### config.mk
export PLATFORM = sky130hd
export DESIGN_NAME = io_input_capture
export DESIGN_NICKNAME = d
export VERILOG_FILES = /design/src/rtl/io_input_capture.sv
export SDC_FILE = /design/constraint.sdc
export NUM_CORES = 1
export LEC_CHECK = 0
export ABC_AREA = 1
export BUFFER_PORTS_ARGS = -buffer_cell sky130_fd_sc_hd__buf_4
export CAP_MARGIN = 20
export CORE_MARGIN = 3
export CORE_UTILIZATION = 51
export CTS_BUF_LIST = sky130_fd_sc_hd__clkbuf_8
export DETAILED_ROUTE_END_ITERATION = 10
export PLACE_DENSITY = 0.73
export SKIP_CTS_REPAIR_TIMING = 1
export SLEW_MARGIN = 20
export SYNTH_ARGS = -nofsm -noshare
export SYNTH_HDL_FRONTEND = slang
export SYNTH_SLANG_ARGS = --single-unit
### constraint.sdc
create_clock -name clk -period 3.6 [get_ports clk]
set_input_delay 0.18 -clock clk [delete_from_list [all_inputs] [get_ports clk]]
set_output_delay 0.18 -clock clk [all_outputs]
set_load 0.005 [all_outputs]
### src/rtl/io_input_capture.sv
// Debounced 32-pin input capture with edge-event pending latches and a level interrupt.
// Latency: 2 sync flops + DEB_CNT ticks of DEB_DIV cycles to accept a pin change; reads are zero-latency.
// Backpressure: none; register writes take effect on the strobe edge, events are never dropped.
//
// Ports:
//   clk        rising-edge system clock
//   rst        asynchronous active-low reset
//   pins_In    raw external pins, asynchronous to clk
//   addr_In    register byte address (0x00 STATE, 0x04 RISE_EN, 0x08 FALL_EN, 0x0C PENDING, 0x10 IRQ_EN)
//   we_In      single-cycle write strobe
//   wdata_In   write data
//   rdata_Out  combinational read data for addr_In
//   irq_Out    level interrupt, OR of PENDING & IRQ_EN
module io_input_capture #(
  parameter int DEB_DIV = 16,
  parameter int DEB_CNT = 3
) (
  input  logic        clk,
  input  logic        rst,
  input  logic [31:0] pins_In,
  input  logic [4:0]  addr_In,
  input  logic        we_In,
  input  logic [31:0] wdata_In,
  output logic [31:0] rdata_Out,
  output logic        irq_Out
);

  localparam int PW = $clog2(DEB_DIV);
  localparam logic [PW-1:0] PRE_LAST = PW'(DEB_DIV - 1);
  localparam logic [2:0]    CNT_HIT  = 3'(DEB_CNT);

  localparam logic [4:0] A_STATE   = 5'h00;
  localparam logic [4:0] A_RISE_EN = 5'h04;
  localparam logic [4:0] A_FALL_EN = 5'h08;
  localparam logic [4:0] A_PENDING = 5'h0C;
  localparam logic [4:0] A_IRQ_EN  = 5'h10;

  logic [31:0]   sync1, sync2;
  logic [PW-1:0] presc;
  logic          tick;
  logic [31:0]   deb_q, deb_d;
  logic [2:0]    cnt_q [32];
  logic [2:0]    cnt_d [32];
  logic [2:0]    cnt_inc [32];
  logic [31:0]   rise_en, fall_en, irq_en, pend_q, pend_d;
  logic [31:0]   rise_evt, fall_evt, w1c_mask;

  assign tick = (presc == PRE_LAST);

  // Per-pin debounce: a pin must disagree with its debounced value on DEB_CNT
  // consecutive ticks; any agreeing tick restarts the count.
  always_comb begin
    deb_d = deb_q;
    for (int i = 0; i < 32; i++) begin
      cnt_inc[i] = cnt_q[i] + 3'd1;
      cnt_d[i]   = cnt_q[i];
      if (tick) begin
        if (sync2[i] == deb_q[i]) begin
          cnt_d[i] = 3'd0;
        end else if (cnt_inc[i] == CNT_HIT) begin
          deb_d[i] = sync2[i];
          cnt_d[i] = 3'd0;
        end else begin
          cnt_d[i] = cnt_inc[i];
        end
      end
    end
  end

  assign rise_evt = deb_d & ~deb_q;
  assign fall_evt = ~deb_d & deb_q;
  assign w1c_mask = (we_In && addr_In == A_PENDING) ? wdata_In : 32'h0;

  // Clear is applied before set so a new event on the W1C edge survives.
  assign pend_d = (pend_q & ~w1c_mask) | (rise_evt & rise_en) | (fall_evt & fall_en);

  always_ff @(posedge clk or negedge rst) begin
    if (!rst) begin
      sync1   <= 32'h0;
      sync2   <= 32'h0;
      presc   <= '0;
      deb_q   <= 32'h0;
      pend_q  <= 32'h0;
      rise_en <= 32'h0;
      fall_en <= 32'h0;
      irq_en  <= 32'h0;
      for (int i = 0; i < 32; i++) cnt_q[i] <= 3'd0;
    end else begin
      sync1  <= pins_In;
      sync2  <= sync1;
      presc  <= tick ? '0 : presc + 1'b1;
      deb_q  <= deb_d;
      pend_q <= pend_d;
      for (int i = 0; i < 32; i++) cnt_q[i] <= cnt_d[i];
      if (we_In && addr_In == A_RISE_EN) rise_en <= wdata_In;
      if (we_In && addr_In == A_FALL_EN) fall_en <= wdata_In;
      if (we_In && addr_In == A_IRQ_EN)  irq_en  <= wdata_In;
    end
  end

  always_comb begin
    case (addr_In)
      A_STATE:   rdata_Out = deb_q;
      A_RISE_EN: rdata_Out = rise_en;
      A_FALL_EN: rdata_Out = fall_en;
      A_PENDING: rdata_Out = pend_q;
      A_IRQ_EN:  rdata_Out = irq_en;
      default:   rdata_Out = 32'h0;
    endcase
  end

  assign irq_Out = |(pend_q & irq_en);

endmodule

Word-level counts from Yosys, hierarchy flattened
Cells that the tools add are included.

word-level totals
  bits in registers = 324
  bits of input ports = 72
  word-level logic and storage cells = 322

cells by class
  reduce and logical (&&, ||, !) cells = 6
  equality and inequality tests = 69
  bitwise gates (word level) = 11
  add/subtract/negate cells = 33
  muxes and demuxes = 163

operators with widths
  operator               count
  $and A32 B32 Y32       6
  $mux W3                64
  $pmux W32 S5           1
  $add A3 B1 Y3 const B  32
  $eq A3 B2 Y1 const B   32
  $mux W1                96
  $not A32 Y32           3
  $or A32 B32 Y32        2
  $eq A1 B1 Y1           32
  $mux W32               1
  $reduce_or A32 Y1      1
  $eq A5 B4 Y1 const B   2
  $eq A5 B3 Y1 const B   1
  $eq A5 B5 Y1 const B   1
  $logic_not A5 Y1       1
  $add A4 B1 Y4 const B  1
  $eq A4 B4 Y1 const B   1
  $logic_and A1 B1 Y1    4
  $mux W4                1

Logic depth before layout (Yosys ltp)
Gate-level depths: netlist (run 1).

  word-level depth = 9
  depth in mapped cells = 10

Worst setup path after synthesis (run 1)
OpenSTA, ideal clock, no wires.

  kind = reg-to-reg
  from = reg presc[0]
  to = reg pend_q[10]
  setup time = 0.121 ns
  cell stages (with the launch flop) = 8
  clock period less this slack = 1.542 ns
  path buffers = 2
  data arrival time = 1.422 ns
  setup slack = 2.058 ns
  cells stage by stage = dfrtp_1 -> ha_1 -> nand3_1 -> buf_2 -> buf_1 -> nor2_1 -> o21ai_0 -> nand2_1

on the way
  cells in the longest elaborated chain, start to end = 6
  elaborated cells between the ends (all ways) = 9
  those cells by class = 1 x eq/ne; 1 x mux; 7 x bitwise

RTL lines
  element                                                     RTL line  source
  start, declared                                             39        logic [PW-1:0] presc;
  start signal, assigned                                      91        presc <= tick ? '0 : presc + 1'b1;
  $eq A4 B4 Y1 (*)                                            48        assign tick = (presc == PRE_LAST);
  $mux W1 (*)                                                 57        if (tick) begin
  $and A32 B32 Y32 / $not A32 Y32 (equally long branches)     70, 71
  $and A32 B32 Y32 (on tied branches)                         75, 71
  $or A32 B32 Y32 / $and A32 B32 Y32 (equally long branches)  75        assign pend_d = (pend_q & ~w1c_mask) | (rise_evt & rise_en) | (fall_evt & fall_en);
  $or A32 B32 Y32 (*)                                         75
  via pend_d[10]                                              45        logic [31:0] rise_en, fall_en, irq_en, pend_q, pend_d;
  end signal, assigned                                        93        pend_q <= pend_d;
  end, declared                                               45

Mark *: on every way through the listed nets, which the timed path passes. The rest lies on a longest branch.
A chain may end at the register's enable or synchronous reset.

Final worst setup path (run 1)
  from = in addr_In[2]
  to = out rdata_Out[9]

on the way
  cells in the longest elaborated chain, start to end = 2
  elaborated cells between the ends (all ways) = 6
  those cells by class = 4 x eq/ne; 1 x mux; 1 x reduce/logical

RTL lines
  element                                     RTL line  source
  start, declared                             21        input logic [4:0] addr_In,
  $eq A5 B5 Y1, or another cell as far along  102       case (addr_In)
  $pmux W32 S5 (*)                            102
  end, declared                               24        output logic [31:0] rdata_Out,

Mark *: on every way between the ends. The rest lies on a longest branch, timed or not.

==> results.sh, run 1 <==
export IMPL_gp_congestion=0.854
export IMPL_yosysMostFrequentCell="nand2_1"
export IMPL_ys_warn_count=0
export IMPL_end_kind="output port"
export IMPL_crit_arrival_ns=1.96
export IMPL_leakage_nw=10.3
export IMPL_cts_buffers=55
export IMPL_hold_slack_ns=0.0727
export IMPL_critical_path_class="in2out"
export IMPL_die_area_sq_um=34000
export IMPL_core_sq_um=31000
export IMPL_synth_edf_count=0
export IMPL_clock_path_buffers=3
export IMPL_max_cap_violations=0
export IMPL_grtUsageTotal_pct=24.3
export IMPL_grt_max_degree=123
export IMPL_die_h_um=184
export IMPL_final_layout_size_suffix_gt1_share_pct=9.46
export IMPL_syn_nets=2254
export IMPL_synth_cell_type_count=24
export IMPL_nets=2425
export IMPL_power_density_nw_per_um2=463
export IMPL_area_growth_syn_to_layout_pct=18.2
export IMPL_placed_cells=2562
export IMPL_routed_wl_um=41300
export IMPL_skew_ns=0.0169
export IMPL_grt_pass1_wl_um=67000
export IMPL_clk_pin_slew_ns=0.06
export IMPL_ios=105
export IMPL_rsz0062_at_grt="false"
export IMPL_required_ns=3.42
export IMPL_min_period_over_period_pct=59.4
export IMPL_insertion_delay_ns=0.61
export IMPL_cts_sinks=324
export IMPL_tns_ns=0
export IMPL_peakVddDrop_mv=0.331
export IMPL_syn_cell_area_sq_um=16200
export IMPL_setup_violations=0
export IMPL_ys_flop_type="dfrtp_1"
export IMPL_synth_top_cell_area_share_pct=50.0
export IMPL_setup_worst_path_start_class="primary input"
export IMPL_drtIter0Drc=1055
export IMPL_antenna_found_initial=0
export IMPL_seq_area_frac_synth_pct=50.0
export IMPL_fmax_mhz=468
export IMPL_drc=0
export IMPL_relSlewSlack_pct=41.2
export IMPL_yosysTopAreaCell="dfrtp_1"
export IMPL_initial_utilization_pct=52.4
export IMPL_dr_pass1_iters=5
export IMPL_gr_total_overflow=0
export IMPL_netlist_instances=2117
export IMPL_viasPerCell=5.22
export IMPL_r2r_cells=6
export IMPL_outcome="finished clean"
export IMPL_synth_area_top_cells="dfrtp_1, nand2_1, inv_1, ha_1, o21ai_0"
export IMPL_cts_root_buffer="clkbuf_8"
export IMPL_first_global_vias=13700
export IMPL_cp_max_fo=64
export IMPL_hold_viol=0
export IMPL_dp_hpwl_um=27000
export IMPL_synthTopCellsByCount="nand2_1, dfrtp_1, inv_1"
export IMPL_worst_pin_slew_ns=0.882
export IMPL_ant_nets=0
export IMPL_vias=14200
export IMPL_synth_seq_cells=324
export IMPL_htree_levels=2
export IMPL_instances_no_fill=2722
export IMPL_hold_path_class="in2async"
export IMPL_async_reset_ff_share_pct=100
export IMPL_period_minus_slack_ns=2.14
export IMPL_wl_per_cell_um=15.2
export IMPL_cts_tree="done"
export IMPL_port_buffers=104
export IMPL_die_w_um=184
export IMPL_synth_avg_cell_area_sq_um=7.66
export IMPL_drv_slew=0
export IMPL_regToRegSetupSlack_ns=1.57
export IMPL_row_count=64
export IMPL_num_antenna_cells=0
## critical path, cell delays in order
cell and delay, ns:
buf_4 0.25, nor2_1 0.13, nand2_1 0.12, nor2_4 0.11, buf_4 0.62, nand2_1 0.13
nand2_1 0.10, inv_1 0.04, nand2_1 0.12, buf_4 0.13
## metal layers
| layer | GRT usage [%] | up-vias | wire length (um) |
|---|---|---|---|
| li1 | - | 6958 | - |
| met1 | 32.4 | 6690 | 18000 |
| met4 | 9.37 | 0 | 1170 |
| met5 | 0 | - | 0 |
| met2 | 39.7 | 458 | 19500 |
| met3 | 4.46 | 93 | 2610 |
## logic make-up (layout without fill, tap and decap cells)
logic type               after synthesis  in the layout  synth area share (%)
buffers and inverters                363            572                  8.73
AND/OR/NAND/NOR                     1152           1152                  29.2
XOR/XNOR                              17             17                 0.918
flip-flops                           324            324                  50.0
adder cells (fa/ha/maj)               65             65                  5.01
AO/OA/AOI/OAI                        196            196                  6.16
## path summary, 6_finish.rpt
| check | from | to |
|---|---|---|
| max reg2reg | presc[0] | pend_q[27] |
| max in group asynchronous | rst | cnt_q[34] |
| min reg2reg | sync1[19] | sync2[19] |
| min in group clk | addr_In[3] | pend_q[1] |
| min | rst | sync2[22] |
| max | addr_In[2] | rdata_Out[9] |
## area by class of cell
class	instances	area, sq um
Fill cell	2617	11800
Sequential cell	324	8110
Multi-Input combinational cell	1430	6730
Timing Repair Buffer	191	1640
Inverter	286	1070
Clock buffer	71	977
Tap cell	396	495
Clock inverter	24	155
## power breakdown
group          internal [mW]  switching, mW
combinational          0.429          0.714
clock                   1.89           1.50
sequential              4.06          0.286
total                   6.39           2.50
## state kept, by name, summed over array words and instances, names as in the netlist
register and cells:
sync2 32, irq_en 32, presc 4, fall_en 32, sync1 32, rise_en 32
pend_q 32, cnt_q 96, deb_q 32
## per-stage QoR
stage               util, %  area (sq um)  power (mW)  setup slack (ns)
floorplan                 -         16200        4.98              2.06
global placement       56.1         17400        5.43              1.52
detailed placement     56.1         17400        5.48              1.38
CTS                    59.8         18500        8.90              1.49
global route           61.9         19200        9.36              1.33
finish                 61.9         19200        8.89              1.46
## placed cells by master (no fill, tap or decap)
cell	n
clkinv_2	3
nand4_1	94
o21ai_1	3
inv_2	4
a21oi_1	17
buf_4	122
dfrtp_1	324
nor2_1	142
xor2_1	2
nand2_1	806
dlygate4sd3_1	65
inv_1	299
nor2_4	6
bufinv_16	2
buf_8	1
o22ai_1	15
nand3_1	98
clkinvlp_4	1
xnor2_1	15
nand3_2	1
nand3_4	2
clkbuf_8	71
o21ai_0	161
inv_6	1
buf_12	3
ha_1	65
nor2_2	2
or2_2	1
No activity file was read; power rests on OpenSTA's default activity.
==> run 2, diff against run 1 <==
clock period = 2.2 ns   (was 3.6 ns; I/O delays follow)
==> results.sh, run 2 (synthesized netlist as in run 1, its figures left out) <==
export IMPL_row_count=64
export IMPL_die_h_um=184
export IMPL_rsz0062_at_grt="false"
export IMPL_slowest_stage="dfrtp_1"
export IMPL_gp_congestion=0.840
export IMPL_nets=2450
export IMPL_end_kind="output port"
export IMPL_final_area_sq_um=19400
export IMPL_grt_pass1_wl_um=67600
export IMPL_timing_final_ws_setup_ns=0.284
export IMPL_clk_pin_slew_ns=0.06
export IMPL_final_common_cell="nand2_1"
export IMPL_post_route_util_pct=62.8
export IMPL_max_cap_violations=0
export IMPL_initial_utilization_pct=52.4
export IMPL_regToRegSetupSlack_ns=0.57
export IMPL_tns_ns=0
export IMPL_ant_nets=0
export IMPL_outcome="finished clean"
export IMPL_nFillCells=2625
export IMPL_required_ns=2.09
export IMPL_hold_slack_ns=0.0356
export IMPL_crit_arrival_ns=1.81
export IMPL_drv_slew=0
export IMPL_fmax_mhz=522
export IMPL_htree_levels=2
export IMPL_setup_worst_path_start_class="flop"
export IMPL_largest_register_ff_count=96
export IMPL_place_area_sq_um=17700
export IMPL_cts_sinks=324
export IMPL_min_period_over_period_pct=87.1
export IMPL_vias=14400
export IMPL_num_antenna_cells=0
export IMPL_worst_pin_slew_ns=0.733
export IMPL_area_growth_syn_to_layout_pct=19.9
export IMPL_die_area_sq_um=34000
export IMPL_instances_no_fill=2752
export IMPL_cts_root_buffer="clkbuf_8"
export IMPL_crit_path_end="irq_Out"
export IMPL_placed_cells=2586
export IMPL_dr_pass1_iters=5
export IMPL_cts_tree="done"
export IMPL_drtIter0Drc=963
export IMPL_final_layout_size_suffix_gt1_share_pct=10.4
export IMPL_max_flop_register="cnt_q"
export IMPL_setup_violations=0
export IMPL_drc=0
export IMPL_path_common_cell="nand2_1"
export IMPL_core_sq_um=31000
export IMPL_r2r_cells=6
export IMPL_hold_path_class="in2reg"
export IMPL_gr_total_overflow=0
export IMPL_worstReg2RegStart="presc[0]"
export IMPL_grt_max_degree=84
export IMPL_antenna_found_initial=1
export IMPL_wl_per_cell_um=15.2
export IMPL_crit_chain="nand2_1, nand2_1, nor2_1, nand2_1, nor2_1, nand2_1, buf_4"
export IMPL_peakVddDrop_mv=0.395
export IMPL_pre_cts_slack_ns=0.448
export IMPL_insertion_delay_ns=0.58
export IMPL_hold_viol=0
export IMPL_dp_hpwl_um=28000
export IMPL_relSlewSlack_pct=51.2
export IMPL_die_w_um=184
export IMPL_r2r_end="cnt_q[18]"
export IMPL_first_global_vias=13800
export IMPL_critical_path_class="reg2out"
export IMPL_cts_buffers=55
export IMPL_skew_ns=0.0160
export IMPL_cp_max_fo=3
export IMPL_grtUsageTotal_pct=24.4
export IMPL_leakage_nw=10.4
export IMPL_routed_wl_um=42000
export IMPL_power_density_nw_per_um2=739
export IMPL_port_buffers=104
export IMPL_mostFrequentLayoutCells="nand2_1, dfrtp_1, inv_1"
export IMPL_viasPerCell=5.22
export IMPL_clock_path_buffers=3
export IMPL_ios=105
export IMPL_startpoint="pend_q[12]"
export IMPL_power_mw=14.4
export IMPL_critPathMaxStageDelay_ns=0.41
export IMPL_period_minus_slack_ns=1.92
[run 2: cell count changes in the layout (fill, tap and decap cells not counted)]
cell and delta:
buf_4 +17, buf_12 +7, inv_1 +5, bufinv_16 -2
clkbuf_8 +2, clkinvlp_4 +2, clkinv_2 -1, dlygate4sd3_1 +1
inv_6 -1
[run 2: how the worst min path moves through the flow]
stage	depth (start not counted)	from	to
after detailed placement	1	rst	cnt_q[7]
after CTS	1	rst	rise_en[22]
after global routing	6	addr_In[0]	fall_en[13]
after floorplan	0	rst	cnt_q[0]
final	6	addr_In[0]	fall_en[13]
after global placement	1	rst	cnt_q[7]
[run 2: final cells by class]
class | count | area, sq um | share of cell area [%]
timing repair buffer | 216 | 1920 | 9.87
clock inverter | 27 | 115 | 0.592
tap | 396 | 495 | 2.55
multi-input combinational | 1430 | 6730 | 34.6
inverter | 286 | 1070 | 5.52
sequential | 324 | 8110 | 41.7
clock buffer | 73 | 1000 | 5.17
[run 2: worst max-delay path, delay by kind of cell (launching register included)]
family	cells	cell delay, ns
and+or+nand+nor	6	0.66
DFF	1	0.41
buffers and inverters	1	0.16
[run 2: routing by layer]
| layer | GRT usage [%] | vias to the layer above | routed length (um) |
|---|---|---|---|
| li1 | - | 7014 | - |
| met1 | 32.0 | 6716 | 17800 |
| met2 | 40.4 | 500 | 19900 |
| met3 | 4.24 | 124 | 2810 |
| met4 | 10.2 | 2 | 1460 |
| met5 | 0 | - | 10 |
[run 2: report_power, final]
group,leakage [nW],internal (mW),switching [mW],total (mW)
registers,3.97,6.65,0.462,7.11
logic,5.79,0.733,1.16,1.89
clock network,0.650,2.94,2.42,5.36
total,10.4,10.3,4.04,14.4
==> run 3, diff against run 2 <==
==> constraint.sdc (replaced) <==
create_clock -name clk -period 2.2 [get_ports clk]
set_input_delay 0.33 -clock clk [delete_from_list [all_inputs] [get_ports clk]]
set_output_delay 0.33 -clock clk [all_outputs]
set_load 0.005 [all_outputs]
==> results.sh, run 3 (synthesized netlist as in run 1, its figures left out) <==
export IMPL_p_switching_mw=4.03
export IMPL_grt_pass1_wl_um=67300
export IMPL_clk_pin_slew_ns=0.06
export IMPL_gp_congestion=0.834
export IMPL_required_ns=1.87
export IMPL_grt_max_degree=87
export IMPL_fmax_mhz=473
export IMPL_hold_path_class="in2reg"
export IMPL_final_layout_size_suffix_gt1_share_pct=10.0
export IMPL_end_kind="output port"
export IMPL_p_int_mw=10.2
export IMPL_instances_no_fill=2730
export IMPL_routed_wl_um=41100
export IMPL_setup_violations=0
export IMPL_area_growth_syn_to_layout_pct=18.7
export IMPL_r2r_end="cnt_q[40]"
export IMPL_grtUsageTotal_pct=24.3
export IMPL_clock_path_buffers=3
export IMPL_period_minus_slack_ns=2.11
export IMPL_antenna_found_initial=0
export IMPL_seqPwrFrac_pct=49.9
export IMPL_worstReg2RegStart="presc[0]"
export IMPL_cts_buffers=56
export IMPL_cp_max_fo=3
export IMPL_largest_register_ff_count=96
export IMPL_num_antenna_cells=0
export IMPL_power_density_nw_per_um2=739
export IMPL_peakVddDrop_mv=0.450
export IMPL_ios=105
export IMPL_worst_pin_slew_ns=0.511
export IMPL_drv_slew=0
export IMPL_wl_per_cell_um=15.1
export IMPL_dr_pass1_iters=5
export IMPL_dp_hpwl_um=27600
export IMPL_hold_end="rise_en[2]"
export IMPL_nets=2430
export IMPL_skew_ns=0.0230
export IMPL_outcome="finished, violations left"
export IMPL_cts_sinks=324
export IMPL_power_mw=14.2
export IMPL_final_common_cell="nand2_1"
export IMPL_initial_utilization_pct=52.4
export IMPL_ant_nets=0
export IMPL_max_flop_register="cnt_q"
export IMPL_clock_power_share_pct=36.8
export IMPL_combPwrFrac_pct=13.2
export IMPL_drtIter0Drc=1132
export IMPL_hold_slack_ns=-0.00853
export IMPL_vias=14200
export IMPL_crit_arrival_ns=1.78
export IMPL_mostFrequentLayoutCells="nand2_1, dfrtp_1, inv_1"
export IMPL_viasPerCell=5.20
export IMPL_hp_start="wdata_In[2]"
export IMPL_gr_total_overflow=0
export IMPL_die_w_um=184
export IMPL_min_period_over_period_pct=96.1
export IMPL_hold_viol=6
export IMPL_setup_worst_path_start_class="flop"
export IMPL_drc=0
export IMPL_violations="negative hold slack"
export IMPL_row_count=64
export IMPL_leakage_nw=10.3
export IMPL_rsz0062_at_grt="false"
export IMPL_first_global_vias=13800
export IMPL_placed_cells=2578
export IMPL_regToRegSetupSlack_ns=0.49
export IMPL_cts_tree="done"
export IMPL_relSlewSlack_pct=65.9
export IMPL_hold_depth=3
export IMPL_insertion_delay_ns=0.59
export IMPL_htree_levels=2
export IMPL_core_sq_um=31000
export IMPL_tns_ns=0
export IMPL_die_area_sq_um=34000
export IMPL_cts_root_buffer="clkbuf_8"
export IMPL_critical_path_class="reg2out"
export IMPL_sw_frac_of_total_pct=28.3
export IMPL_max_cap_violations=0
export IMPL_port_buffers=104
export IMPL_die_h_um=184
export IMPL_r2r_cells=8
## run 3: changes by cell type in the layout (fill, tap and decap cells not counted)
cell,before,now
dlygate4sd3_1,66,53
buf_4,139,128
buf_12,10,13
clkbuf_8,73,70
inv_1,304,307
clkinvlp_4,3,1
nand2_1,806,804
nand2_2,0,2
inv_6,0,1
## run 3: area by class of cell
cell class | instances | area [sq um]
Clock buffer | 70 | 963
Clock inverter | 29 | 120
Fill cell | 2684 | 11700
Inverter | 286 | 1070
Multi-Input combinational cell | 1430 | 6740
Sequential cell | 324 | 8110
Tap cell | 396 | 495
Timing Repair Buffer | 195 | 1770
## run 3: worst max-delay path by stage
stage	startpoint	end	slack, ns
2_1_floorplan	addr_In[1]	rdata_Out[10]	0.56
3_3_place_gp	addr_In[1]	rdata_Out[23]	0.16
3_5_place_dp	addr_In[1]	rdata_Out[15]	0.17
4_1_cts	pend_q[12]	irq_Out	0.05
5_1_grt	pend_q[8]	irq_Out	0.02
6_report	irq_en[8]	irq_Out	0.09
## run 3: metal layers
metal  part of all wire, %  global-route usage (%)  vias up
li1                      -                       -     6979
met1                    44                    32.3     6685
met2                    47                    40.1      460
met3                   6.7                    4.50       77
met4                   2.6                    8.89        0
met5                     0                       0        -
## run 3: per-stage QoR
| stage | utilization (%) | worst slack [ns] | area [sq um] |
|---|---|---|---|
| 4_1_cts | 60.4 | 0.0502 | 18700 |
| 3_5_place_dp | 56.9 | 0.166 | 17600 |
| 3_3_place_gp | 56.9 | 0.156 | 17600 |
| 5_1_grt | 62.2 | 0.0217 | 19300 |
| 6_report | 62.2 | 0.0859 | 19300 |
| 2_1_floorplan | - | 0.565 | 16200 |
## run 3: power groups by stage
| stage | Sequential, mW | Clock, mW | Combinational [mW] |
|---|---|---|---|
| floorplan | 7.06 | 0 | 1.10 |
| global placement | 7.18 | 0 | 1.74 |
| detailed placement | 7.19 | 0 | 1.80 |
| CTS | 7.09 | 5.38 | 1.81 |
| global route | 7.18 | 5.65 | 2.17 |
| finish | 7.11 | 5.25 | 1.89 |
## run 3: worst max-delay path, cell delays in order, from the launching register on
cell     delay [ns]
dfrtp_1        0.39
nand2_1        0.17
nand2_1        0.07
nor2_1         0.08
nand2_1        0.10
nor2_1         0.12
nand2_1        0.11
buf_4          0.16
